## config.mk

```make
export PLATFORM = sky130hd
export DESIGN_NAME = pipe_hazard_ctrl
export DESIGN_NICKNAME = d
export VERILOG_FILES = /design/src/rtl/pipe_pkg.sv /design/src/rtl/pipe_fwd_sel.sv /design/src/rtl/pipe_hazard_ctrl.sv
export SDC_FILE = /design/constraint.sdc
export NUM_CORES = 1
export LEC_CHECK = 0
export ABC_CLOCK_PERIOD_IN_PS = 2700
export BUFFER_PORTS_ARGS = -buffer_cell sky130_fd_sc_hd__buf_2
export CORE_ASPECT_RATIO = 0.5
export CORE_UTILIZATION = 45
export CTS_BUF_LIST = sky130_fd_sc_hd__clkbuf_8
export DETAILED_ROUTE_END_ITERATION = 8
export PLACE_DENSITY = 0.68
export SETUP_SLACK_MARGIN = 0.05
export SYNTH_ARGS = -nofsm -noshare
export SYNTH_HDL_FRONTEND = slang
export SYNTH_HIERARCHICAL = 1
export SYNTH_SLANG_ARGS = --single-unit
```

## constraint.sdc

```tcl
create_clock -name clk -period 2.7 [get_ports clk]
set_clock_uncertainty 0.15 [all_clocks]
set_input_delay 0.27 -clock clk [delete_from_list [all_inputs] [get_ports clk]]
set_output_delay 0.27 -clock clk [all_outputs]
set_load 0.05 [all_outputs]
```

## src/rtl/pipe_pkg.sv

```systemverilog
// Shared types for the pipeline hazard controller: forwarding selects, stage tags, limits.
package pipe_pkg;

   localparam int MAX_MEM_LAT = 4;
   localparam int TAG_RA_W    = 8;   // widest register address a tag can carry
   localparam int CNT_W       = $clog2(MAX_MEM_LAT);

   typedef enum logic [1:0] {
      FWD_REG = 2'b00,
      FWD_WB  = 2'b01,
      FWD_ME  = 2'b10
   } fwd_sel_e;

   typedef struct packed {
      logic                valid;
      logic [TAG_RA_W-1:0] rd;
      logic                we;
      logic                load;
   } stage_tag_t;

   function automatic logic tag_live(input stage_tag_t t);
      return t.valid & t.we & (t.rd != '0);
   endfunction

endpackage

```

## src/rtl/pipe_fwd_sel.sv

```systemverilog
// Operand forward select for one EX source port: ME result first, then the writeback bus.
module pipe_fwd_sel
   import pipe_pkg::*;
#(
   parameter int RA_W = 5
) (
   input  logic [RA_W-1:0] rs,
   input  logic            rs_used,
   input  stage_tag_t      me_tag,
   input  stage_tag_t      wb_tag,
   output logic [1:0]      sel
);

   logic [TAG_RA_W-1:0] rs_w;
   logic                unused_wb_load;
   fwd_sel_e            sel_e;

   assign rs_w           = TAG_RA_W'(rs);
   assign unused_wb_load = wb_tag.load;

   // A load in ME has no data yet, so it can only be picked up from WB.
   always_comb begin
      sel_e = FWD_REG;
      if (rs_used && tag_live(me_tag) && !me_tag.load && (me_tag.rd == rs_w)) begin
         sel_e = FWD_ME;
      end else if (rs_used && tag_live(wb_tag) && (wb_tag.rd == rs_w)) begin
         sel_e = FWD_WB;
      end
   end

   assign sel = sel_e;

endmodule

```

## src/rtl/pipe_hazard_ctrl.sv

```systemverilog
// Hazard controller for the five-stage pipeline: forwarding, load-use stall, flush, memory freeze.
// Define PIPE_FWD_EN to enable operand forwarding; otherwise every RAW hazard stalls.
module pipe_hazard_ctrl
   import pipe_pkg::*;
#(
   parameter int RA_W    = 5,
   parameter int NRD     = 2,
   parameter int MEM_LAT = 1
) (
   input  logic                clk,
   input  logic                rst,
   input  logic                id_valid,
   input  logic [NRD*RA_W-1:0] id_rs,
   input  logic [NRD-1:0]      id_rs_used,
   input  logic [RA_W-1:0]     id_rd,
   input  logic                id_we,
   input  logic                id_load,
   input  logic                ex_branch_taken,
   output logic                stall,
   output logic                flush,
   output logic                mem_busy,
   output logic [2*NRD-1:0]    fwd_sel
);

   stage_tag_t          ex_tag_q, ex_tag_d;
   stage_tag_t          me_tag_q, me_tag_d;
   stage_tag_t          wb_tag_q, wb_tag_d;
   stage_tag_t          id_tag;
   logic [CNT_W-1:0]    cnt_q, cnt_d;
   logic                frozen;
   logic                hazard;
   logic                stall_int;
   logic                flush_int;
   logic                take_id;
   logic [TAG_RA_W-1:0] id_src [NRD];
   logic [NRD-1:0]      hit_ex;

   assign frozen = (cnt_q != '0);
   assign id_tag = '{valid: id_valid, rd: TAG_RA_W'(id_rd), we: id_we, load: id_load};

   genvar gi;
   generate
      for (gi = 0; gi < NRD; gi++) begin : g_src
         assign id_src[gi] = TAG_RA_W'(id_rs[gi*RA_W +: RA_W]);
         assign hit_ex[gi] = id_valid & id_rs_used[gi] & tag_live(ex_tag_q)
                             & (ex_tag_q.rd == id_src[gi]);
      end
   endgenerate

`ifdef PIPE_FWD_EN
   logic [NRD*RA_W-1:0] ex_rs_q, ex_rs_d;
   logic [NRD-1:0]      ex_rs_used_q, ex_rs_used_d;

   // With forwarding, only a load one stage ahead cannot be bypassed in time.
   assign hazard = (|hit_ex) & ex_tag_q.load;

   generate
      for (gi = 0; gi < NRD; gi++) begin : g_fwd
         pipe_fwd_sel #(
            .RA_W (RA_W)
         ) u_fwd_sel (
            .rs      (ex_rs_q[gi*RA_W +: RA_W]),
            .rs_used (ex_rs_used_q[gi]),
            .me_tag  (me_tag_q),
            .wb_tag  (wb_tag_q),
            .sel     (fwd_sel[2*gi +: 2])
         );
      end
   endgenerate

   always_comb begin
      ex_rs_d      = ex_rs_q;
      ex_rs_used_d = ex_rs_used_q;
      if (!frozen) begin
         ex_rs_d      = take_id ? id_rs : '0;
         ex_rs_used_d = take_id ? id_rs_used : '0;
      end
   end

   always_ff @(posedge clk or posedge rst) begin
      if (rst) begin
         ex_rs_q      <= '0;
         ex_rs_used_q <= '0;
      end else begin
         ex_rs_q      <= ex_rs_d;
         ex_rs_used_q <= ex_rs_used_d;
      end
   end
`else
   logic [NRD-1:0] hit_me, hit_wb;
   logic           unused_load_bits;

   generate
      for (gi = 0; gi < NRD; gi++) begin : g_nofwd
         assign hit_me[gi] = id_valid & id_rs_used[gi] & tag_live(me_tag_q)
                             & (me_tag_q.rd == id_src[gi]);
         assign hit_wb[gi] = id_valid & id_rs_used[gi] & tag_live(wb_tag_q)
                             & (wb_tag_q.rd == id_src[gi]);
      end
   endgenerate

   assign hazard           = |(hit_ex | hit_me | hit_wb);
   assign fwd_sel          = '0;
   assign unused_load_bits = me_tag_q.load ^ wb_tag_q.load;
`endif

   assign flush_int = ex_branch_taken & ~frozen;
   assign stall_int = frozen | (hazard & ~flush_int);
   assign take_id   = ~stall_int & ~flush_int;

   // Outputs are held quiet for the whole reset, even against a live branch input.
   assign stall    = stall_int & ~rst;
   assign flush    = flush_int & ~rst;
   assign mem_busy = frozen & ~rst;

   always_comb begin
      ex_tag_d = ex_tag_q;
      me_tag_d = me_tag_q;
      wb_tag_d = wb_tag_q;
      cnt_d    = cnt_q;
      if (frozen) begin
         cnt_d = cnt_q - CNT_W'(1);
      end else begin
         wb_tag_d = me_tag_q;
         me_tag_d = ex_tag_q;
         if (take_id) begin
            ex_tag_d = id_tag;
         end else begin
            ex_tag_d = '0;
         end
         if ((MEM_LAT > 1) && tag_live(ex_tag_q) && ex_tag_q.load) begin
            cnt_d = CNT_W'(MEM_LAT - 1);
         end
      end
   end

   always_ff @(posedge clk or posedge rst) begin
      if (rst) begin
         ex_tag_q <= '0;
         me_tag_q <= '0;
         wb_tag_q <= '0;
         cnt_q    <= '0;
      end else begin
         ex_tag_q <= ex_tag_d;
         me_tag_q <= me_tag_d;
         wb_tag_q <= wb_tag_d;
         cnt_q    <= cnt_d;
      end
   end

endmodule

```

Word level (Yosys, flattened, before mapping)
Index checks and enable logic that the tools add are counted.

Logic and storage cells: 56. Input port bits: 23. Bits in registers: 32. Output and inout port bits: 7.

Muxes and demuxes: 1. Bitwise operators: 33. $add $sub $neg: 1. Reduce and logical (&&, ||, !) cells: 5. Equality and inequality tests: 6.

Operators with widths (count): equality test 8 x 5 -> 1 bit (6); AND 1 bit (26); nonzero test 8 bit (3); 2-to-1 mux 11 bit (1); inverter 1 bit (4); OR 2 bit (2); nonzero test 2 bit (1); OR reduction 2 bit (1); subtractor 2 x 1 -> 2 bit (second input constant) (1); OR 1 bit (1).

Logic depth before layout (Yosys ltp)
Gate-level depths: netlist of run 1.

Word-level depth: 12. Gate-level depth with buffers: 6. Gate-level depth less buffers: 5.

Worst setup path before layout of run 1
No wires, ideal clock.

Path kind: register to output. Start: register ex_tag_q[2] in the netlist's numbering. End: output stall. Buffers on the path: 0. Arrival time: 1730 ps. Path slack: 550 ps. Cell stages (with the launch flop): 5. Data required time: 2280 ps. Cell sequence: dfrtp_1 -> or4_4 -> o211ai_2 -> o22ai_4 -> o31a_2.

Cells in the longest elaborated chain, start to end: 10. Elaborated cells between the ends (all ways): 14. Classes of those cells: 2 x eq/ne; 10 x bitwise; 2 x reduce/logical.

Ends and longest elaborated chain: start, declared (line pipe_hazard_ctrl.sv:25) `stage_tag_t ex_tag_q, ex_tag_d;`; start signal, assigned (line pipe_hazard_ctrl.sv:144) `ex_tag_q <= ex_tag_d;`; nonzero test 8 bit (line pipe_pkg.sv:22) `return t.valid & t.we & (t.rd != '0);`; AND 1 bit (line pipe_pkg.sv:22); AND 1 bit (line pipe_hazard_ctrl.sv:45) `assign hit_ex[gi] = id_valid & id_rs_used[gi] & tag_live(ex_tag_q)`; AND 1 bit (line pipe_hazard_ctrl.sv:46) `& (ex_tag_q.rd == id_src[gi]);`; OR 2 bit (*) (2 in a row) (line pipe_hazard_ctrl.sv:102) `assign hazard = |(hit_ex | hit_me | hit_wb);`; OR reduction 2 bit (*) (line pipe_hazard_ctrl.sv:102); AND 1 bit (*) (line pipe_hazard_ctrl.sv:108) `assign stall_int = frozen | (hazard & ~flush_int);`; OR 1 bit (*) (line pipe_hazard_ctrl.sv:108); AND 1 bit (*) (line pipe_hazard_ctrl.sv:112) `assign stall = stall_int & ~rst;`; end, declared (line pipe_hazard_ctrl.sv:19) `output logic stall,`.

Mark *: on every way between the ends. The rest lies on a longest branch, timed or not.

Final worst setup path of run 1
Start: register me_tag_q[2] in the netlist's numbering. End: output stall.

Cells in the longest elaborated chain, start to end: 10. Elaborated cells between the ends (all ways): 14. Classes of those cells: 2 x eq/ne; 10 x bitwise; 2 x reduce/logical.

Ends and longest elaborated chain: start, declared (line pipe_hazard_ctrl.sv:26) `stage_tag_t me_tag_q, me_tag_d;`; start signal, assigned (line pipe_hazard_ctrl.sv:145) `me_tag_q <= me_tag_d;`; nonzero test 8 bit (line pipe_pkg.sv:22); AND 1 bit (line pipe_pkg.sv:22); AND 1 bit (line pipe_hazard_ctrl.sv:95) `assign hit_me[gi] = id_valid & id_rs_used[gi] & tag_live(me_tag_q)`; AND 1 bit (line pipe_hazard_ctrl.sv:96) `& (me_tag_q.rd == id_src[gi]);`; OR 2 bit (*) (2 in a row) (line pipe_hazard_ctrl.sv:102); OR reduction 2 bit (*) (line pipe_hazard_ctrl.sv:102); AND 1 bit (*) (line pipe_hazard_ctrl.sv:108); OR 1 bit (*) (line pipe_hazard_ctrl.sv:108); AND 1 bit (*) (line pipe_hazard_ctrl.sv:112).

Marked as above.

==> results of run 1 <==
[how the worst max path moves through the flow]
stage	startpoint	end	slack, ns	cells after the start
after floorplan	ex_tag_q[2]$_DFFE_PP0P_	stall	0.55	4
after global placement	ex_tag_q[6]$_DFFE_PP0P_	stall	0.33	6
after detailed placement	ex_tag_q[6]$_DFFE_PP0P_	stall	0.29	6
after CTS	ex_tag_q[2]$_DFFE_PP0P_	stall	0.12	5
after global routing	ex_tag_q[3]$_DFFE_PP0P_	stall	0.06	5
final	me_tag_q[2]$_DFFE_PP0P_	stall	0.14	5
[worst max-delay path: cells and delay by family, from the launching register on]
family                 cells  cell delay [ns]
AND/OR/NAND/NOR            1             0.57
buffers and inverters      1             0.21
AO/OA/AOI/OAI              3             0.63
flip-flops                 1             0.46
[state kept, by name (all words and copies together), names as in the netlist]
| register | cells |
|---|---|
| ex_tag_q | 7 |
| wb_tag_q | 7 |
| cnt_q | 2 |
| me_tag_q | 7 |
[placed cells by master (no fill, tap or decap)]
| cell type | synthesis | final |
|---|---|---|
| dlygate4sd3_1 | 0 | 1 |
| mux2_2 | 14 | 14 |
| ha_1 | 1 | 1 |
| dfrtp_1 | 23 | 21 |
| or3_1 | 2 | 2 |
| dfrtp_2 | 0 | 2 |
| nor2_1 | 5 | 5 |
| buf_2 | 0 | 24 |
| xor2_1 | 22 | 22 |
| conb_1 | 1 | 4 |
| nor4_1 | 4 | 4 |
| a22oi_1 | 2 | 2 |
| and3_1 | 1 | 1 |
| o211ai_2 | 2 | 2 |
| buf_4 | 4 | 5 |
| a21oi_4 | 1 | 1 |
| o41ai_2 | 7 | 7 |
| a21oi_1 | 1 | 1 |
| clkinv_1 | 1 | 1 |
| nand4_1 | 2 | 2 |
| o31a_2 | 1 | 1 |
| xnor2_1 | 9 | 9 |
| inv_1 | 3 | 3 |
| clkbuf_8 | 0 | 3 |
| clkinvlp_4 | 0 | 1 |
| mux2i_1 | 1 | 1 |
| or4_4 | 1 | 1 |
| or4_1 | 2 | 2 |
| o211ai_1 | 1 | 1 |
| nand2_1 | 16 | 16 |
| o22ai_4 | 1 | 1 |
[through the flow]
stage	cells	hold WS, ns	cell area (sq um)
floorplan	135	0.127	1480
global placement	194	0.192	1620
detailed placement	194	0.208	1620
CTS	201	0.0871	1700
global route	201	0.0948	1700
finish	201	0.0915	1700
[power by group]
part	total, mW	internal [mW]	switching (mW)	leakage, nW
Combinational	0.121	0.0558	0.0657	0.494
Sequential	0.386	0.361	0.0253	0.296
Clock	0.224	0.105	0.119	0.0217
Total	0.731	0.521	0.210	0.811
[layer usage]
| layer | wire (microns) | track usage, % | part of all wire [%] | vias to the layer above |
|---|---|---|---|---|
| li1 | - | - | - | 514 |
| met1 | 1560 | 29.7 | 49 | 530 |
| met2 | 1430 | 32.3 | 45 | 30 |
| met3 | 163 | 6.09 | 5.2 | 4 |
| met4 | 15 | 4.83 | 0.47 | 0 |
| met5 | 0 | 0 | 0 | - |
[cells by family (layout without fill, tap and decap cells)]
kind of cell,after synthesis,count (layout)
other,1,4
multiplexers,15,15
flip-flops,23,23
adder cells (fa/ha/maj),1,1
AO/OA/AOI/OAI,16,16
XOR/XNOR,31,31
AND/OR/NAND/NOR,33,33
buffers and inverters,12,38
[cell type report]
type | count | area (sq um) | share of cell area (%)
Tap cell | 40 | 50.0 | 2.94
Inverter | 4 | 15.0 | 0.883
Timing Repair Buffer | 30 | 168 | 9.86
Clock inverter | 1 | 7.51 | 0.442
Clock buffer | 3 | 41.3 | 2.43
Multi-Input combinational cell | 100 | 841 | 49.4
Sequential cell | 23 | 578 | 34.0
[timing repair]
action	4_1_cts	5_1_grt
pin swaps	2	0
hold buffers	1	0
setup buffers	2	0
gates resized for setup	0	2
endpoints found under the hold margin	23	0
setup endpoints to repair	1	1
==> flow_summary.json, run 1 <==
{
  "wire_per_inst_microns": 15.7,
  "min_path_type": "in2reg",
  "gp_congestion": 0.923,
  "p_total_mw": 0.731,
  "min_path_cells": 3,
  "die-area_sq_um": 3500,
  "yosysWarningCount": 6,
  "synth_compound_area_share_pct": 14.5,
  "vdd_ir_drop_max_mv": 0.204,
  "ys_ff_latch": 23,
  "synthXorXnorAreaFrac_pct": 18.5,
  "reg2regPathDepth": 5,
  "final_util_pct": 55.8,
  "setup_tns_ns": 0,
  "end_kind": "output pin",
  "synth-main-ff-cell": "dfrtp_1",
  "crit_type": "reg2out",
  "port_buffers": 24,
  "nFillCells": 272,
  "fin_crit_sh_pct": 94.7,
  "syn_to_final_growth_pct": 16.1,
  "initial_utilization_pct": 48.1,
  "antenna_cells": 0,
  "power.density_nw_per_um2": 430,
  "min_from": "id_rd[0]",
  "grt_usage_pct": 21.1,
  "post-place-ws_ns": 0.287,
  "synth-edff-count": 0,
  "period_needed_ns": 2.56,
  "yosysTopAreaCell": "dfrtp_1",
  "synth_area_sq_um": 1470,
  "synthAdderAreaFrac_pct": 0.854,
  "reg2reg_from": "me_tag_q[2]$_DFFE_PP0P_",
  "run_status": "finished clean",
  "critPathSlowestCell": "or4_1",
  "synthTopCellsByCount": "dfrtp_1, xor2_1, nand2_1",
  "ctsHtreeMaxLevel": 1,
  "drv_slew": 0,
  "timing.fmax_mhz": 391,
  "setup_viol": 0,
  "grt_max_degree": 25,
  "cts_tree": "yes",
  "die_h_microns": 42.4,
  "drive_gt1_share_pct": 38.5,
  "via_per_inst": 5.36,
  "synth_area_per_cell_sq_um": 11.1,
  "synth_top_area_share_pct": 39.3,
  "clock-root-buffer": "clkbuf_8",
  "crit_path_start_kind": "flop",
  "fin_ws_ns": 0.144,
  "routed_wl_microns": 3170,
  "path_cells": "or4_1 -> o211ai_2 -> o22ai_4 -> o31a_2 -> buf_2",
  "worstPathArrival_ns": 2.14,
  "clkLatencyLatePin_ns": 0.27,
  "drc": 0,
  "ys_top_cells_by_area": "dfrtp_1, xor2_1, mux2_2, o41ai_2, xnor2_1",
  "finalHoldViolations": 0,
  "io_pins": 30,
  "cp_max_fo": 5,
  "detail-route-antenna-nets": 0,
  "syn_inst": 132,
  "slowest_delay_ns": 0.57,
  "antenna_found_initial": 0,
  "clk_pin_slew_worst_paths_ns": 0.09,
  "p_leak_nw": 0.811,
  "whs_endpoint": "ex_tag_q[2]$_DFFE_PP0P_",
  "ys_seq_area_share_pct": 39.3,
  "grt_pass1_vias": 1066,
  "timing.rr.end": "ex_tag_q[3]$_DFFE_PP0P_",
  "core_sq_um": 3050,
  "synth.most_common_cell": "dfrtp_1",
  "synth-simple-area-share_pct": 11.0,
  "grt_overflow": 0,
  "final_nets": 186,
  "async_flop_share_pct": 100,
  "ys_types": 28,
  "die_w_microns": 82.7,
  "clockBufferDepth": 2,
  "drt_iter0_markers": 28,
  "drt_first_pass_iters": 4,
  "dp_hpwl_microns": 2330,
  "clock_sinks": 23,
  "synth_top_family_by_area": "XOR/XNOR gates",
  "rows": 14,
  "maxCapViolations": 0,
  "grt_pass1_wl_microns": 5300,
  "vias": 1078,
  "cp.required_ns": 2.28,
  "muxShareOfSynthArea_pct": 11.4,
  "tritoncts.num_buffers": 3,
  "ff2ff_setup_slack_ns": 0.62,
  "rsz0062_at_grt": "false"
}
No activity file was read; power rests on OpenSTA's default activity.
==> inputs of run 2 (changes only) <==
--- a/config.mk
+++ b/config.mk
@@ -11,6 +11,7 @@
 export CORE_UTILIZATION = 45
 export CTS_BUF_LIST = sky130_fd_sc_hd__clkbuf_8
 export DETAILED_ROUTE_END_ITERATION = 8
+export MAX_ROUTING_LAYER = met4
 export PLACE_DENSITY = 0.68
 export SETUP_SLACK_MARGIN = 0.05
 export SYNTH_ARGS = -nofsm -noshare
==> run 2 against run 1 <==
  * Power grew 0.14%
  * Via count is 0.65% higher
  * Non-clock buffer count unchanged
  * Sequential cell count unchanged
  * Worst hold slack hardly changed
  * Final cell count did not move
  * Combinational power hardly changed
  * First-iteration DRC count is 3.6% higher
  * Utilization unchanged
  * Fmax about the same
  * Routed wire length increased by 0.63%
  * Global-route usage increased by 0.61 points
  * Critical path type unchanged
  * Largest cell class unchanged
==> flow_summary.json, run 2 (synthesis results as in run 1) <==
{
  "grt_pass1_vias": 1065,
  "critPathSlowestCell": "or4_1",
  "power.density_nw_per_um2": 431,
  "rsz0062_at_grt": "false",
  "setup_tns_ns": 0,
  "io_pins": 30,
  "reg.largest.list": "ex_tag_q (7), me_tag_q (7), wb_tag_q (7)",
  "die_w_microns": 82.7,
  "finalHoldViolations": 0,
  "vias": 1085,
  "path_cells": "or4_1 -> o211ai_2 -> o22ai_4 -> o31a_2 -> buf_2",
  "detail-route-antenna-nets": 0,
  "startpoint": "me_tag_q[2]$_DFFE_PP0P_",
  "vdd_ir_drop_max_mv": 0.204,
  "reg2reg_from": "me_tag_q[2]$_DFFE_PP0P_",
  "slowest_delay_ns": 0.57,
  "grt_overflow": 0,
  "min_from": "id_rd[0]",
  "period_needed_ns": 2.56,
  "port_buffers": 24,
  "min_path_type": "in2reg",
  "initial_utilization_pct": 48.1,
  "antenna_found_initial": 0,
  "setup_viol": 0,
  "ctsHtreeMaxLevel": 1,
  "drt_iter0_markers": 29,
  "multi_input_area_sq_um": 841,
  "die-area_sq_um": 3500,
  "core_sq_um": 3050,
  "syn_to_final_growth_pct": 16.1,
  "placedCellCount": 194,
  "worstPathArrival_ns": 2.14,
  "drive_gt1_share_pct": 38.5,
  "dp_hpwl_microns": 2330,
  "rows": 14,
  "via_per_inst": 5.40,
  "grt_pass1_wl_microns": 5300,
  "timing.fmax_mhz": 391,
  "clock_sinks": 23,
  "routed_wl_microns": 3190,
  "nFillCells": 272,
  "crit_type": "reg2out",
  "crit_buf_inv": 1,
  "die_h_microns": 42.4,
  "final_cell_mix": "buf_2, xor2_1, dfrtp_1",
  "run_status": "finished clean",
  "drv_slew": 0,
  "clk_pin_slew_worst_paths_ns": 0.09,
  "clockBufferDepth": 2,
  "cp.required_ns": 2.28,
  "drt_first_pass_iters": 4,
  "drc": 0,
  "end_kind": "output pin",
  "cp_max_fo": 5,
  "antenna_cells": 0,
  "grt_usage_pct": 21.7,
  "clock-root-buffer": "clkbuf_8",
  "grt_max_degree": 25,
  "fin_crit_sh_pct": 94.7,
  "ff2ff_setup_slack_ns": 0.62,
  "crit_path_start_kind": "flop",
  "gp_congestion": 0.939,
  "critical-path-top-delay-family": "compound AO/OA/AOI/OAI gates",
  "p_leak_nw": 0.811,
  "stdcell_count": 201,
  "clkLatencyLatePin_ns": 0.27,
  "final_nets": 186,
  "regArea_sq_um": 578,
  "tritoncts.num_buffers": 3,
  "wire_per_inst_microns": 15.8,
  "layout_commonest_cell": "buf_2",
  "cts_tree": "yes",
  "maxCapViolations": 0
}
-- run 2: repair_timing --
action	in CTS	in global routing
endpoints found under the hold margin	23	0
pin swaps	2	0
hold buffers	1	0
setup endpoints to repair	1	1
resized for setup	0	2
buffers inserted	2	0
-- run 2: metal layers --
metal / wire [microns] / up-vias / global-route usage [%]
met2: 1440 / 29 / 32.3
met5: 0 / - / -
li1: - / 513 / -
met4: 17 / 0 / 4.83
met1: 1580 / 539 / 29.7
met3: 149 / 4 / 6.09
-- run 2: power by group --
group | internal [mW] | total (mW) | switching [mW]
Clock | 0.105 | 0.224 | 0.120
Combinational | 0.0558 | 0.122 | 0.0659
Sequential | 0.361 | 0.386 | 0.0255
-- run 2: metrics by stage --
| step | cell area (sq um) | hold WS [ns] | worst slack (ns) | utilization (%) | power, mW |
|---|---|---|---|---|---|
| floorplan | 1480 | 0.127 | 0.550 | - | 0.473 |
| global placement | 1620 | 0.192 | 0.334 | 53.3 | 0.509 |
| detailed placement | 1620 | 0.208 | 0.287 | 53.3 | 0.513 |
| CTS | 1700 | 0.0871 | 0.119 | 55.7 | 0.739 |
| global route | 1700 | 0.0948 | 0.0613 | 55.8 | 0.765 |
| finish | 1700 | 0.0915 | 0.142 | 55.8 | 0.732 |
-- run 2: final timing paths --
| path | endpoint | cells past startpoint |
|---|---|---|
| hold reg to reg | cnt_q[0]$_DFFE_PP0N_ | 1 |
| setup reg to reg | ex_tag_q[3]$_DFFE_PP0P_ | 5 |
| setup / recovery | stall | 5 |
| hold / removal | ex_tag_q[2]$_DFFE_PP0P_ | 3 |
| max in group asynchronous | me_tag_q[2]$_DFFE_PP0P_ | 4 |
| min in group asynchronous | ex_tag_q[3]$_DFFE_PP0P_ | 4 |
-- run 2: worst reg2reg max path, stage by stage (launching register included) --
cell and delay, ns:
dfrtp_2 0.46, or4_1 0.57, o211ai_2 0.20, o22ai_4 0.10
buf_4 0.20, o41ai_2 0.31
-- run 2: cell type report --
type | instances | share of cell area [%]
Clock buffer | 3 | 2.43
Multi-Input combinational cell | 100 | 49.4
Sequential cell | 23 | 34.0
Inverter | 4 | 0.883
Clock inverter | 1 | 0.442
Tap cell | 40 | 2.94
Timing Repair Buffer | 30 | 9.86
